==> config.mk <==
export PLATFORM = sky130hd
export DESIGN_NAME = masked_gadget_ctrl
export DESIGN_NICKNAME = d
export VERILOG_FILES = /design/src/rtl/masked_pkg.sv /design/src/rtl/isw_pair_step.sv /design/src/rtl/masked_gadget_ctrl.sv
export SDC_FILE = /design/constraint.sdc
export NUM_CORES = 1
export LEC_CHECK = 0
export ABC_AREA = 1
export BUFFER_PORTS_ARGS = -buffer_cell sky130_fd_sc_hd__clkbuf_2
export CAP_MARGIN = 0
export CORE_ASPECT_RATIO = 0.7
export CORE_MARGIN = 1.5
export CORE_UTILIZATION = 53
export DETAILED_ROUTE_END_ITERATION = 8
export PLACE_DENSITY_LB_ADDON = 0.1
export SYNTH_ARGS = -nofsm -noshare
export SYNTH_HDL_FRONTEND = slang
export SYNTH_SLANG_ARGS = --single-unit
==> constraint.sdc <==
create_clock -name clk -period 7.85 [get_ports clk]
set_input_delay 1.57 -clock clk [delete_from_list [all_inputs] [get_ports clk]]
set_output_delay 1.57 -clock clk [all_outputs]
set_load 0.01 [all_outputs]
==> src/rtl/masked_pkg.sv <==
// Shared types and sizes for the boolean-masked gadget sequencer.
// Holds the share geometry, randomness budgets, and the op/state enums.
package masked_pkg;

  localparam int NSHARES       = 8;
  localparam int W             = 8;
  localparam int NRAND_AND     = NSHARES * (NSHARES - 1) / 2;
  localparam int NRAND_REFRESH = NSHARES - 1;

  typedef enum logic [1:0] {
    OP_NOT     = 2'd0,
    OP_XOR     = 2'd1,
    OP_AND     = 2'd2,
    OP_REFRESH = 2'd3
  } op_e;

  typedef enum logic [1:0] {
    S_IDLE = 2'd0,
    S_RUN  = 2'd1,
    S_DONE = 2'd2
  } state_e;

endpackage

==> src/rtl/isw_pair_step.sv <==
// One ISW cross-term step on share pair (i,j), purely combinational.
// Ports: ai/aj/bi/bj operand shares, ci/cj result shares, r fresh byte.
module isw_pair_step #(
  parameter int W = 8
) (
  input  logic [W-1:0] ai_i,
  input  logic [W-1:0] aj_i,
  input  logic [W-1:0] bi_i,
  input  logic [W-1:0] bj_i,
  input  logic [W-1:0] ci_i,
  input  logic [W-1:0] cj_i,
  input  logic [W-1:0] r_i,
  output logic [W-1:0] ci_o,
  output logic [W-1:0] cj_o
);

  // r is folded in before the second cross term so no intermediate
  // value ever combines both cross products unmasked.
  logic [W-1:0] t;

  assign t    = r_i ^ (ai_i & bj_i);
  assign ci_o = ci_i ^ r_i;
  assign cj_o = cj_i ^ (t ^ (aj_i & bi_i));

endmodule

==> src/rtl/masked_gadget_ctrl.sv <==
// Sequencer for masked NOT/XOR/AND/REFRESH gadgets on shared bytes.
// Ports: in_* request handshake, rnd_* PRNG handshake, out_* result.
module masked_gadget_ctrl
  import masked_pkg::*;
#(
  parameter int NSHARES = masked_pkg::NSHARES,
  parameter int W       = masked_pkg::W
) (
  input  logic                 clk,
  input  logic                 rst,
  input  logic                 in_valid,
  output logic                 in_ready,
  input  logic [1:0]           in_op,
  input  logic [NSHARES*W-1:0] in_a,
  input  logic [NSHARES*W-1:0] in_b,
  input  logic                 rnd_valid,
  output logic                 rnd_ready,
  input  logic [W-1:0]         rnd_data,
  output logic                 out_valid,
  input  logic                 out_ready,
  output logic [NSHARES*W-1:0] out_c
);

  localparam int IW = $clog2(NSHARES);

  localparam logic [IW-1:0] LAST   = IW'(NSHARES - 1);
  localparam logic [IW-1:0] LAST_I = IW'(NSHARES - 2);

  state_e state_q, state_d;
  op_e    op_q, op_d;

  logic [NSHARES-1:0][W-1:0] a_q, a_d;
  logic [NSHARES-1:0][W-1:0] b_q, b_d;
  logic [NSHARES-1:0][W-1:0] c_q, c_d;

  logic [IW-1:0] i_q, i_d;
  logic [IW-1:0] j_q, j_d;
  logic [IW-1:0] k_q, k_d;

  logic [W-1:0] ci_n, cj_n;

  isw_pair_step #(.W(W)) u_step (
    .ai_i (a_q[i_q]),
    .aj_i (a_q[j_q]),
    .bi_i (b_q[i_q]),
    .bj_i (b_q[j_q]),
    .ci_i (c_q[i_q]),
    .cj_i (c_q[j_q]),
    .r_i  (rnd_data),
    .ci_o (ci_n),
    .cj_o (cj_n)
  );

  // Handshake outputs depend on state only, so rnd_valid never
  // reaches rnd_ready combinationally.
  assign in_ready  = (state_q == S_IDLE);
  assign rnd_ready = (state_q == S_RUN);
  assign out_valid = (state_q == S_DONE);
  assign out_c     = c_q;

  always_comb begin
    state_d = state_q;
    op_d    = op_q;
    a_d     = a_q;
    b_d     = b_q;
    c_d     = c_q;
    i_d     = i_q;
    j_d     = j_q;
    k_d     = k_q;

    unique case (state_q)
      S_IDLE: begin
        if (in_valid) begin
          a_d  = in_a;
          b_d  = in_b;
          op_d = op_e'(in_op);
          unique case (op_e'(in_op))
            OP_NOT: begin
              c_d     = in_a;
              c_d[0]  = ~c_d[0];
              state_d = S_DONE;
            end
            OP_XOR: begin
              c_d     = in_a ^ in_b;
              state_d = S_DONE;
            end
            OP_AND: begin
              c_d     = in_a & in_b;
              i_d     = '0;
              j_d     = IW'(1);
              state_d = S_RUN;
            end
            OP_REFRESH: begin
              c_d     = in_a;
              k_d     = IW'(1);
              state_d = S_RUN;
            end
            default: state_d = S_IDLE;
          endcase
        end
      end

      S_RUN: begin
        if (rnd_valid) begin
          if (op_q == OP_AND) begin
            c_d[i_q] = ci_n;
            c_d[j_q] = cj_n;
            // Row-major walk of the upper triangle.
            if (j_q == LAST) begin
              if (i_q == LAST_I) begin
                state_d = S_DONE;
              end else begin
                i_d = i_q + IW'(1);
                j_d = i_q + IW'(2);
              end
            end else begin
              j_d = j_q + IW'(1);
            end
          end else begin
            c_d[0]   = c_q[0] ^ rnd_data;
            c_d[k_q] = c_q[k_q] ^ rnd_data;
            if (k_q == LAST) begin
              state_d = S_DONE;
            end else begin
              k_d = k_q + IW'(1);
            end
          end
        end
      end

      S_DONE: begin
        if (out_ready) begin
          state_d = S_IDLE;
        end
      end

      default: state_d = S_IDLE;
    endcase
  end

  always_ff @(posedge clk or posedge rst) begin
    if (rst) begin
      state_q <= S_IDLE;
      op_q    <= OP_NOT;
      a_q     <= '0;
      b_q     <= '0;
      c_q     <= '0;
      i_q     <= '0;
      j_q     <= '0;
      k_q     <= '0;
    end else begin
      state_q <= state_d;
      op_q    <= op_d;
      a_q     <= a_d;
      b_q     <= b_d;
      c_q     <= c_d;
      i_q     <= i_d;
      j_q     <= j_d;
      k_q     <= k_d;
    end
  end

endmodule

## Word-level counts from Yosys, hierarchy flattened

Cells that the tools add are included.

- $add $sub $neg: 4
- $lt $le $gt $ge: 6
- Equality and inequality tests: 23
- Multiplexer cells: 57
- Bitwise operators: 11
- Reduce and logical (&&, ||, !) cells: 14

Operator list:

| cell | number |
|---|---|
| one-hot mux 64 bit (4 select lines) | 1 |
| bitwise mux 64 bit | 3 |
| 2-to-1 mux 64 bit | 3 |
| binary-select mux 8 bit (select 3 bit) | 7 |
| one-hot mux 64 bit (2 select lines) | 1 |
| 2-to-1 mux 8 bit | 10 |
| demux 8 bit (select 3 bit) | 3 |
| AND 64 bit | 1 |
| bitwise XOR 64 bit | 1 |
| 2-to-1 mux 3 bit | 17 |
| bitwise XOR 8 bit | 6 |
| one-hot mux 3 bit (2 select lines) | 3 |
| AND reduction 6 bit | 3 |
| AND 8 bit | 2 |
| 2-to-1 mux 2 bit | 7 |
| < comparator 3 x 4 -> 1 bit (second input constant) | 3 |
| != test 2 x 1 -> 1 bit (second input constant) | 5 |
| != test 2 bit (second input constant) | 5 |
| adder 3 x 1 -> 3 bit (second input constant) | 3 |
| == test 3 bit (second input constant) | 3 |
| greater-or-equal comparator 3 x 1 -> 1 bit (second input constant) | 3 |
| == test 2 bit (second input constant) | 4 |
| NOT 8 bit | 1 |
| AND reduction 7 bit | 1 |
| other kinds (13) | 19 |

- Register bits: 205
- Bits of input ports: 143
- Output and inout port bits: 67
- Logic and storage cells: 144

## Logic depth before layout (Yosys ltp)

Gate-level depths: netlist of run 1.

- Depth after elaboration: 10
- Depth in mapped cells: 19
- Mapped depth without buffers: 17

## Hierarchy

Synthesis of run 1 repeated with hierarchy kept, for this count alone.

- Cell total of the unflattened synthesis: 2728
- Area, all modules: 16943.8 µm²

Modules (own cells, without submodules):

| module | times used | cells each | area each (µm²) | sequential area each (µm²) |
|---|---|---|---|---|
| masked_gadget_ctrl | 1 | 2608 | 16413.2 | 5129.9 |
| isw_pair_step | 1 | 120 | 530.5 | 0.0 |

## Worst setup path after synthesis of run 1

OpenSTA, ideal clock, no wires.

- Kind: input port to flip-flop
- From: input port in_op[1]
- To: register c_q (netlist bit out_c[19])
- Setup time: 0.120 ns
- Arrival time: 2.675 ns
- Required time: 7.730 ns
- Slack: 5.055 ns
- Stages on the path: 11
- Path buffers: 1
- Cells stage by stage: nand2_1 inv_2 nor2_1 inv_2 clkbuf_1 nand2_1 nand3_1 a21oi_1 o21ai_0 clkinv_1 a21oi_1

- Cells in the longest elaborated chain, start to end: 4
- Elaborated cells on any way between the ends: 7
- Those cells by class: eq/ne: 3; mux: 3; reduce/logical: 1

Ends and longest elaborated chain:

| item | RTL line | RTL |
|---|---|---|
| start, declared | masked_gadget_ctrl.sv:13 | `input logic [1:0] in_op,` |
| == test 2 bit (tied with other cells) | masked_gadget_ctrl.sv:77 | `unique case (op_e'(in_op))` |
| one-hot mux 64 bit (4 select lines) (*) | masked_gadget_ctrl.sv:77 |  |
| 2-to-1 mux 64 bit (*) | masked_gadget_ctrl.sv:73 | `if (in_valid) begin` |
| one-hot mux 64 bit (2 select lines) (*) | masked_gadget_ctrl.sv:71 | `unique case (state_q)` |
| end signal, assigned | masked_gadget_ctrl.sv:147 | `c_q <= '0;` |
| end signal, assigned | masked_gadget_ctrl.sv:156 | `c_q <= c_d;` |
| end, declared | masked_gadget_ctrl.sv:34 | `logic [NSHARES-1:0][W-1:0] c_q, c_d;` |

Mark *: on every way between the ends. The rest lies on a longest branch, timed or not. The select of a mux whose other input is x is not followed.
A chain may end at the register's enable or synchronous reset.

## Worst setup path in the final report of run 1

- From: register j_q[0]
- To: register c_q (netlist bit out_c[5])

- Cells in the longest elaborated chain, start to end: 10
- Elaborated cells on any way between the ends: 20
- Those cells by class: order compare: 2; mux: 12; bitwise: 5; reduce/logical: 1

Ends and longest elaborated chain:

| item | RTL line | RTL |
|---|---|---|
| start, declared | masked_gadget_ctrl.sv:37 | `logic [IW-1:0] j_q, j_d;` |
| start signal, assigned | masked_gadget_ctrl.sv:158 | `j_q <= j_d;` |
| binary-select mux 8 bit (select 3 bit) | masked_gadget_ctrl.sv:46 | `.bj_i (b_q[j_q]),` |
| 2-to-1 mux 8 bit (implied by the code) | masked_gadget_ctrl.sv:46 |  |
| AND 8 bit | isw_pair_step.sv:21 | `assign t = r_i ^ (ai_i & bj_i);` |
| bitwise XOR 8 bit | isw_pair_step.sv:21 |  |
| bitwise XOR 8 bit (2 in a row) | isw_pair_step.sv:23 | `assign cj_o = cj_i ^ (t ^ (aj_i & bi_i));` |
| bitwise mux 64 bit (*) | masked_gadget_ctrl.sv:107 | `c_d[j_q] = cj_n;` |
| 2-to-1 mux 64 bit (*) | masked_gadget_ctrl.sv:105 | `if (op_q == OP_AND) begin` |
| 2-to-1 mux 64 bit (*) | masked_gadget_ctrl.sv:104 | `if (rnd_valid) begin` |
| one-hot mux 64 bit (2 select lines) (*) | masked_gadget_ctrl.sv:71 |  |

Marks and branches as above.

==> metrics.md, run 1 <==
| Metric | Value |
|---|---|
| DRC | 0 |
| Mapped Cells | 2,939 |
| Critical path data required time | 8.32 ns |
| Synth top area share | 32.0% |
| Vias in the first global route | 18,852 |
| Number of H-tree levels | 1 |
| Seq cells post-synth | 205 |
| Placed Instances | 3,452 |
| Kind of critical path | reg -> reg |
| Post-Route Utilization | 59.8% |
| EDFF count, synth | 0 |
| CTS buffer count | 23 |
| Synth area leader | nand2_1 |
| Netlist cell types | 39 |
| GRT Util Overall | 43.1% |
| Hold_buf cts | 0 |
| HPWL Detailed | 50,300 um |
| Final WL | 73,700 um |
| Syn_nets | 3,156 |
| Initial antenna violation count | 1 |
| Std cell rows | 55 |
| Layout cells sized above 1 | 10.7% |
| DRC marker count from the first detailed-route iteration | 2,528 |
| FF-to-FF End | out_c[5]$_DFFE_PP0P_ |
| Fin nets | 3,267 |
| Clk root buf | clkbuf_16 |
| Critical Path End Type | flop |
| HP Class | reg -> reg |
| Die X | 220 um |
| Io pins | 210 |
| Worst-path clk slew | 0.06 ns |
| I/O Buffers | 209 |
| Startpoint of the worst-slack reg-to-reg timing path | j_q[0]$_DFFE_PP0P_ |
| CTS sink cnt | 205 |
| Pwr Total | 8240 uW |
| Setup crit start kind | flop |
| Largest family of logic cells by synthesized area | simple AND/OR/NAND/NOR gates |
| Asr flop ratio synth | 100% |
| Status | completed |
| Synth Area per Inst | 5.93 um^2 |
| Worst setup startpoint | j_q[0]$_DFFE_PP0P_ |
| Die Span Y | 155 um |
| CTS max path bufs | 3 |
| PwrDens | 426 mW/mm^2 |
| Antenna viol nets, final | 0 |
| Max IR drop VDD | 0.253 mV |
| Mean routed wirelength per cell | 21.1 um |
| LEAKAGE | 0.0108 uW |
| Max cap viols | 0 |
| Clk_lat worst skew | 0.54 ns |
| Postcts setup bufs | 0 |
| Final Max Tran Viols | 0 |
| Post-CTS resize count | 0 |
| Compound-Gate Fraction of Synth Area | 12.0% |
| Final hold vios | 0 |
| Die area | 0.0340 mm^2 |
| Finished Layout Cells | 3,493 |
| Tcrit/Tclk final | 50.5% |
| Worst-margin pin slew | 1.32 ns |
| Worst reg2reg setup slack | 3.88 ns |
| Via count | 20,709 |
| Post-layout min period | 3.97 ns |
| Unrepaired setup endpoints after global routing | no |
| Pre-antenna DRT Iters | 5 |
| Critical path destination | out_c[5]$_DFFE_PP0P_ |
| Grt total ovfl | 0 |
| Max Freq | 252 MHz |
| Seq/Total Area, Yosys | 29.4% |
| First-pass GRT wire length | 111,000 um |
| P&R area growth vs syn | 11.1% |
| Initial Utilization | 53.9% |
| Synth Area in Adders | 5.31% |
| Clk_skew | 0.0102 ns |
| Vias per std cell | 5.93 |
| Setup-failing EPs final | 0 |
| Xor and xnor area share after synthesis | 1.03% |
| Count leader, synth | nand2_1 |
| GP Congestion | 0.999 |
| Critical Path AT | 4.43 ns |
| Synth Cell Area | 0.0174 mm^2 |
| Area contributors post-synth | nand2_1 (32%), dfrtp_1 (29%), nand3_1 (7.6%) |
| Post-Route Setup TNS | 0 ns |
| Total core area | 0.0323 mm^2 |
| Ys Warns | 0 |
| Largest net degree at the start of global routing | 104 |
| Mux cell area share after synthesis | 0% |
| Max transition margin | 11.7% |
| Top cells by instance count after synthesis | nand2_1 (1,487), nand3_1 (263), dfrtp_1 (205), inv_1 (190), a21oi_1 (163) |
| Worst-path fanout max | 47 |
| Simple-Gate Fraction of Synth Area | 43.3% |
| Main synth FF type | dfrtp_1 |
| Worst-case reg-to-reg path depth | 9 |
| CTS tree | done |
==> placed cells by master (no fill, tap or decap), types with 5 or more instances in the layout <==
cell	instances
xor2_1	5
o21ai_1	14
inv_2	19
clkinv_2	6
o211ai_1	26
a21oi_1	163
clkinv_1	11
bufinv_16	6
o22ai_1	14
nor2_1	110
inv_1	187
clkbuf_2	209
ha_1	74
nand3_1	263
nor3_1	6
clkbuf_16	23
nor3_4	7
xnor2_1	8
o21ai_0	160
dfrtp_1	199
buf_4	24
nand2_1	1487
==> stage by stage <==
step                instance area [um^2]  setup slack, ns  hold WS, ns
floorplan                          17400            0.684        0.454
global placement                   18500             3.67        0.477
detailed placement                 18500             3.65        0.483
CTS                                19400             4.09        0.497
global route                       19400             3.87        0.513
finish                             19400             3.88        0.498
==> state kept, by name (all words and copies together) (netlist names) <==
name	count
a_q	64
j_q	3
state_q	2
i_q	3
out_c	64
k_q	3
b_q	64
op_q	2
==> critical path, cell delays in order, from the launching register on <==
cell	delay [ns]
dfrtp_4	0.79
clkinv_2	0.60
buf_4	0.55
nand2_1	0.22
clkinv_1	0.39
nor2_1	0.87
nand3_1	0.16
nand2_1	0.10
nand2_1	0.05
a21oi_1	0.15
==> metal layers <==
metal	wire (um)	GRT usage, %	up-vias	part of all wire [%]
met2	30000	61.8	1407	41
li1	-	-	9523	-
met1	29500	61.2	9577	40
met3	9730	7.96	202	13
met5	0	0	-	0
met4	4390	23.3	0	6.0
==> cell families (layout without fill, tap and decap cells) <==
| logic type | count (synthesis) | after routing |
|---|---|---|
| AO/OA/AOI/OAI | 390 | 390 |
| XOR/XNOR | 17 | 17 |
| adder cells (fa/ha/maj) | 74 | 74 |
| buffers and inverters | 369 | 495 |
| flip-flops | 205 | 205 |
| other | 0 | 1 |
| AND/OR/NAND/NOR | 1884 | 1884 |
==> power breakdown <==
group	switching, uW	leakage, uW	total, uW	internal [uW]
combinational	3410	0.00793	4810	1400
clock	489	0.000412	1250	761
sequential	600	0.00248	2180	1580
total	4500	0.0108	8240	3740
==> cell type report <==
cell class	count	area (um^2)
Antenna cell	1	2.50
Multi-Input combinational cell	2365	10800
Tap cell	427	534
Fill cell	3226	13000
Clock buffer	28	624
Timing Repair Buffer	233	1230
Clock inverter	12	216
Inverter	222	848
Sequential cell	205	5140
==> worst min-delay path by stage <==
stage	startpoint	to	slack, ns	cells after the start
2_1_floorplan	op_q[0]$_DFFE_PP0P_	op_q[0]$_DFFE_PP0P_	0.45	2
3_3_place_gp	a_q[32]$_DFFE_PP0P_	a_q[32]$_DFFE_PP0P_	0.48	2
3_5_place_dp	b_q[17]$_DFFE_PP0P_	b_q[17]$_DFFE_PP0P_	0.48	2
4_1_cts	b_q[33]$_DFFE_PP0P_	b_q[33]$_DFFE_PP0P_	0.50	2
5_1_grt	b_q[16]$_DFFE_PP0P_	b_q[16]$_DFFE_PP0P_	0.51	2
6_report	b_q[17]$_DFFE_PP0P_	b_q[17]$_DFFE_PP0P_	0.50	2
Note: power is estimated with default switching activity, not from simulation.
==> inputs of run 2 (changes only) <==
clock period = 4 ns   (was 7.85 ns; I/O delays follow)
==> run 2 against run 1 <==
  * Final cell count is 1.1% higher
  * Fmax is 31% higher
  * Clock power is 92% higher
  * Worst hold slack worse by 0.097 ns
  * Combinational power is 100% higher
  * Clock-buffer cell count is 3 higher
  * Sequential cell count stayed put
  * Total power is 100% higher
  * Setup slack worse by 2.9 ns
  * Register-to-register slack worse by 2.9 ns
  * Critical path type unchanged
==> metrics.md, run 2 (same netlist as run 1, synthesis figures left out) <==
| Metric | Value |
|---|---|
| Max transition margin | 40.3% |
| Max cap viols | 0 |
| LEAKAGE | 0.0110 uW |
| Max IR drop VDD | 0.478 mV |
| Die X | 220 um |
| Max Freq | 330 MHz |
| Design Area, Final | 0.0197 mm^2 |
| CP max stage delay | 0.95 ns |
| Die area | 0.0340 mm^2 |
| DRC marker count from the first detailed-route iteration | 3,079 |
| Worst-path fanout max | 9 |
| Leading cell type in the layout, fill and taps excluded | nand2_1 |
| Initial antenna violation count | 0 |
| Startpoint of the worst-slack reg-to-reg timing path | k_q[2]$_DFFE_PP0P_ |
| Worst-margin pin slew | 0.893 ns |
| Tcrit/Tclk final | 75.8% |
| Worst path top cell family by delay | compound AO/OA/AOI/OAI gates |
| GRT Util Overall | 43.8% |
| Setup crit start kind | flop |
| CTS buffer count | 23 |
| Final hold vios | 0 |
| Post-layout min period | 3.03 ns |
| Cell Area, Placed | 0.0189 mm^2 |
| CTS max path bufs | 3 |
| Clk_skew | 0.0126 ns |
| Worst setup startpoint | k_q[2]$_DFFE_PP0P_ |
| Std cell rows | 55 |
| Worst Setup Slack, final | 0.968 ns |
| CTS tree | done |
| Worst path buffer plus inverter count | 3 |
| Final WL | 74,900 um |
| Status | completed |
| Clk_lat worst skew | 0.55 ns |
| PwrDens | 836 mW/mm^2 |
| HP Class | in -> async |
| GP Congestion | 1.05 |
| Post-CTS resize count | 0 |
| CP Cell Sequence | inv_1 > nand3_1 > a211oi_2 > buf_4 > o211ai_1 > inv_1 > a21oi_1 |
| Vias per std cell | 5.96 |
| Io pins | 210 |
| Fin nets | 3,305 |
| P&R area growth vs syn | 13.2% |
| Critical Path AT | 3.46 ns |
| Vias in the first global route | 19,379 |
| Worst-path clk slew | 0.07 ns |
| Finished Layout Cells | 3,531 |
| Initial Utilization | 53.9% |
| DRC | 0 |
| Total core area | 0.0323 mm^2 |
| Most common cell on crit path | inv_1 |
| Kind of critical path | reg -> reg |
| Critical Path End Type | flop |
| Area of the multi-input gates | 0.0108 mm^2 |
| Setup-failing EPs final | 0 |
| Layout fillers | 3,186 |
| Ant. Diodes | 0 |
| Grt total ovfl | 0 |
| CTS sink cnt | 205 |
| Unrepaired setup endpoints after global routing | no |
| Via count | 21,039 |
| Number of H-tree levels | 1 |
| Hold_buf cts | 0 |
| Final Max Tran Viols | 0 |
| Placed Instances | 3,490 |
| Pre-antenna DRT Iters | 9 |
| Post-Route Setup TNS | 0 ns |
| Layout cells sized above 1 | 11.8% |
| First-pass GRT wire length | 113,000 um |
| Largest net degree at the start of global routing | 132 |
| Postcts setup bufs | 0 |
| Flip-flop and latch area | 0.00514 mm^2 |
| Worst reg2reg setup slack | 0.97 ns |
| Mean routed wirelength per cell | 21.2 um |
| Clk root buf | clkbuf_16 |
| HPWL Detailed | 52,800 um |
| CP max-delay cell | a211oi_2 |
| Most frequent cells in the layout | nand2_1 (1,487), nand3_1 (263), clkbuf_2 (209) |
| Die Span Y | 155 um |
| I/O Buffers | 209 |
| Worst slack, placed | 1.07 ns |
| Antenna viol nets, final | 0 |
| Critical path data required time | 4.43 ns |
-- run 2: routing by layer --
metal	part of all wire [%]	up-vias	GRT usage, %	wire length (um)
li1	-	9600	-	-
met1	40	9768	60.5	29800
met2	41	1436	62.3	30500
met3	14	233	11.6	10200
met4	5.8	2	22.8	4320
met5	0.076	-	1.16	57
-- run 2: report_power, final --
group | switching (uW) | total [uW] | internal (uW)
Combinational | 6820 | 9770 | 2950
Sequential | 1210 | 4310 | 3100
Clock | 979 | 2400 | 1420
-- run 2: cell type report --
| type | instances | share of cell area, % |
|---|---|---|
| Clock buffer | 31 | 3.38 |
| Timing Repair Buffer | 271 | 8.17 |
| Sequential cell | 205 | 26.1 |
| Multi-Input combinational cell | 2365 | 54.6 |
| Inverter | 222 | 4.28 |
| Clock inverter | 10 | 0.806 |
| Tap cell | 427 | 2.71 |
-- run 2: worst register-to-register path, cell delays in order (launching register included) --
cell and delay (ns):
dfrtp_1 0.38, inv_1 0.32, nand3_1 0.65, a211oi_2 0.96, buf_4 0.33, o211ai_1 0.12
inv_1 0.11, a21oi_1 0.07
-- run 2: through the flow --
step	hold slack, ns	util, %	total power, uW
after floorplan	0.454	-	10400
after global placement	0.477	58.4	13500
after detailed placement	0.481	58.4	13700
after CTS	0.411	61.0	16100
after global routing	0.459	61.0	17600
final	0.401	61.0	16500
-- run 2: worst paths after layout --
kind,cells after the start,to
worst max-delay path,7,out_c[25]$_DFFE_PP0P_
worst min-delay path,2,a_q[17]$_DFFE_PP0P_
worst max register to register,7,out_c[25]$_DFFE_PP0P_
worst min register to register,2,b_q[11]$_DFFE_PP0P_
max in group asynchronous,3,out_c[0]$_DFFE_PP0P_
min in group clk,3,b_q[52]$_DFFE_PP0P_
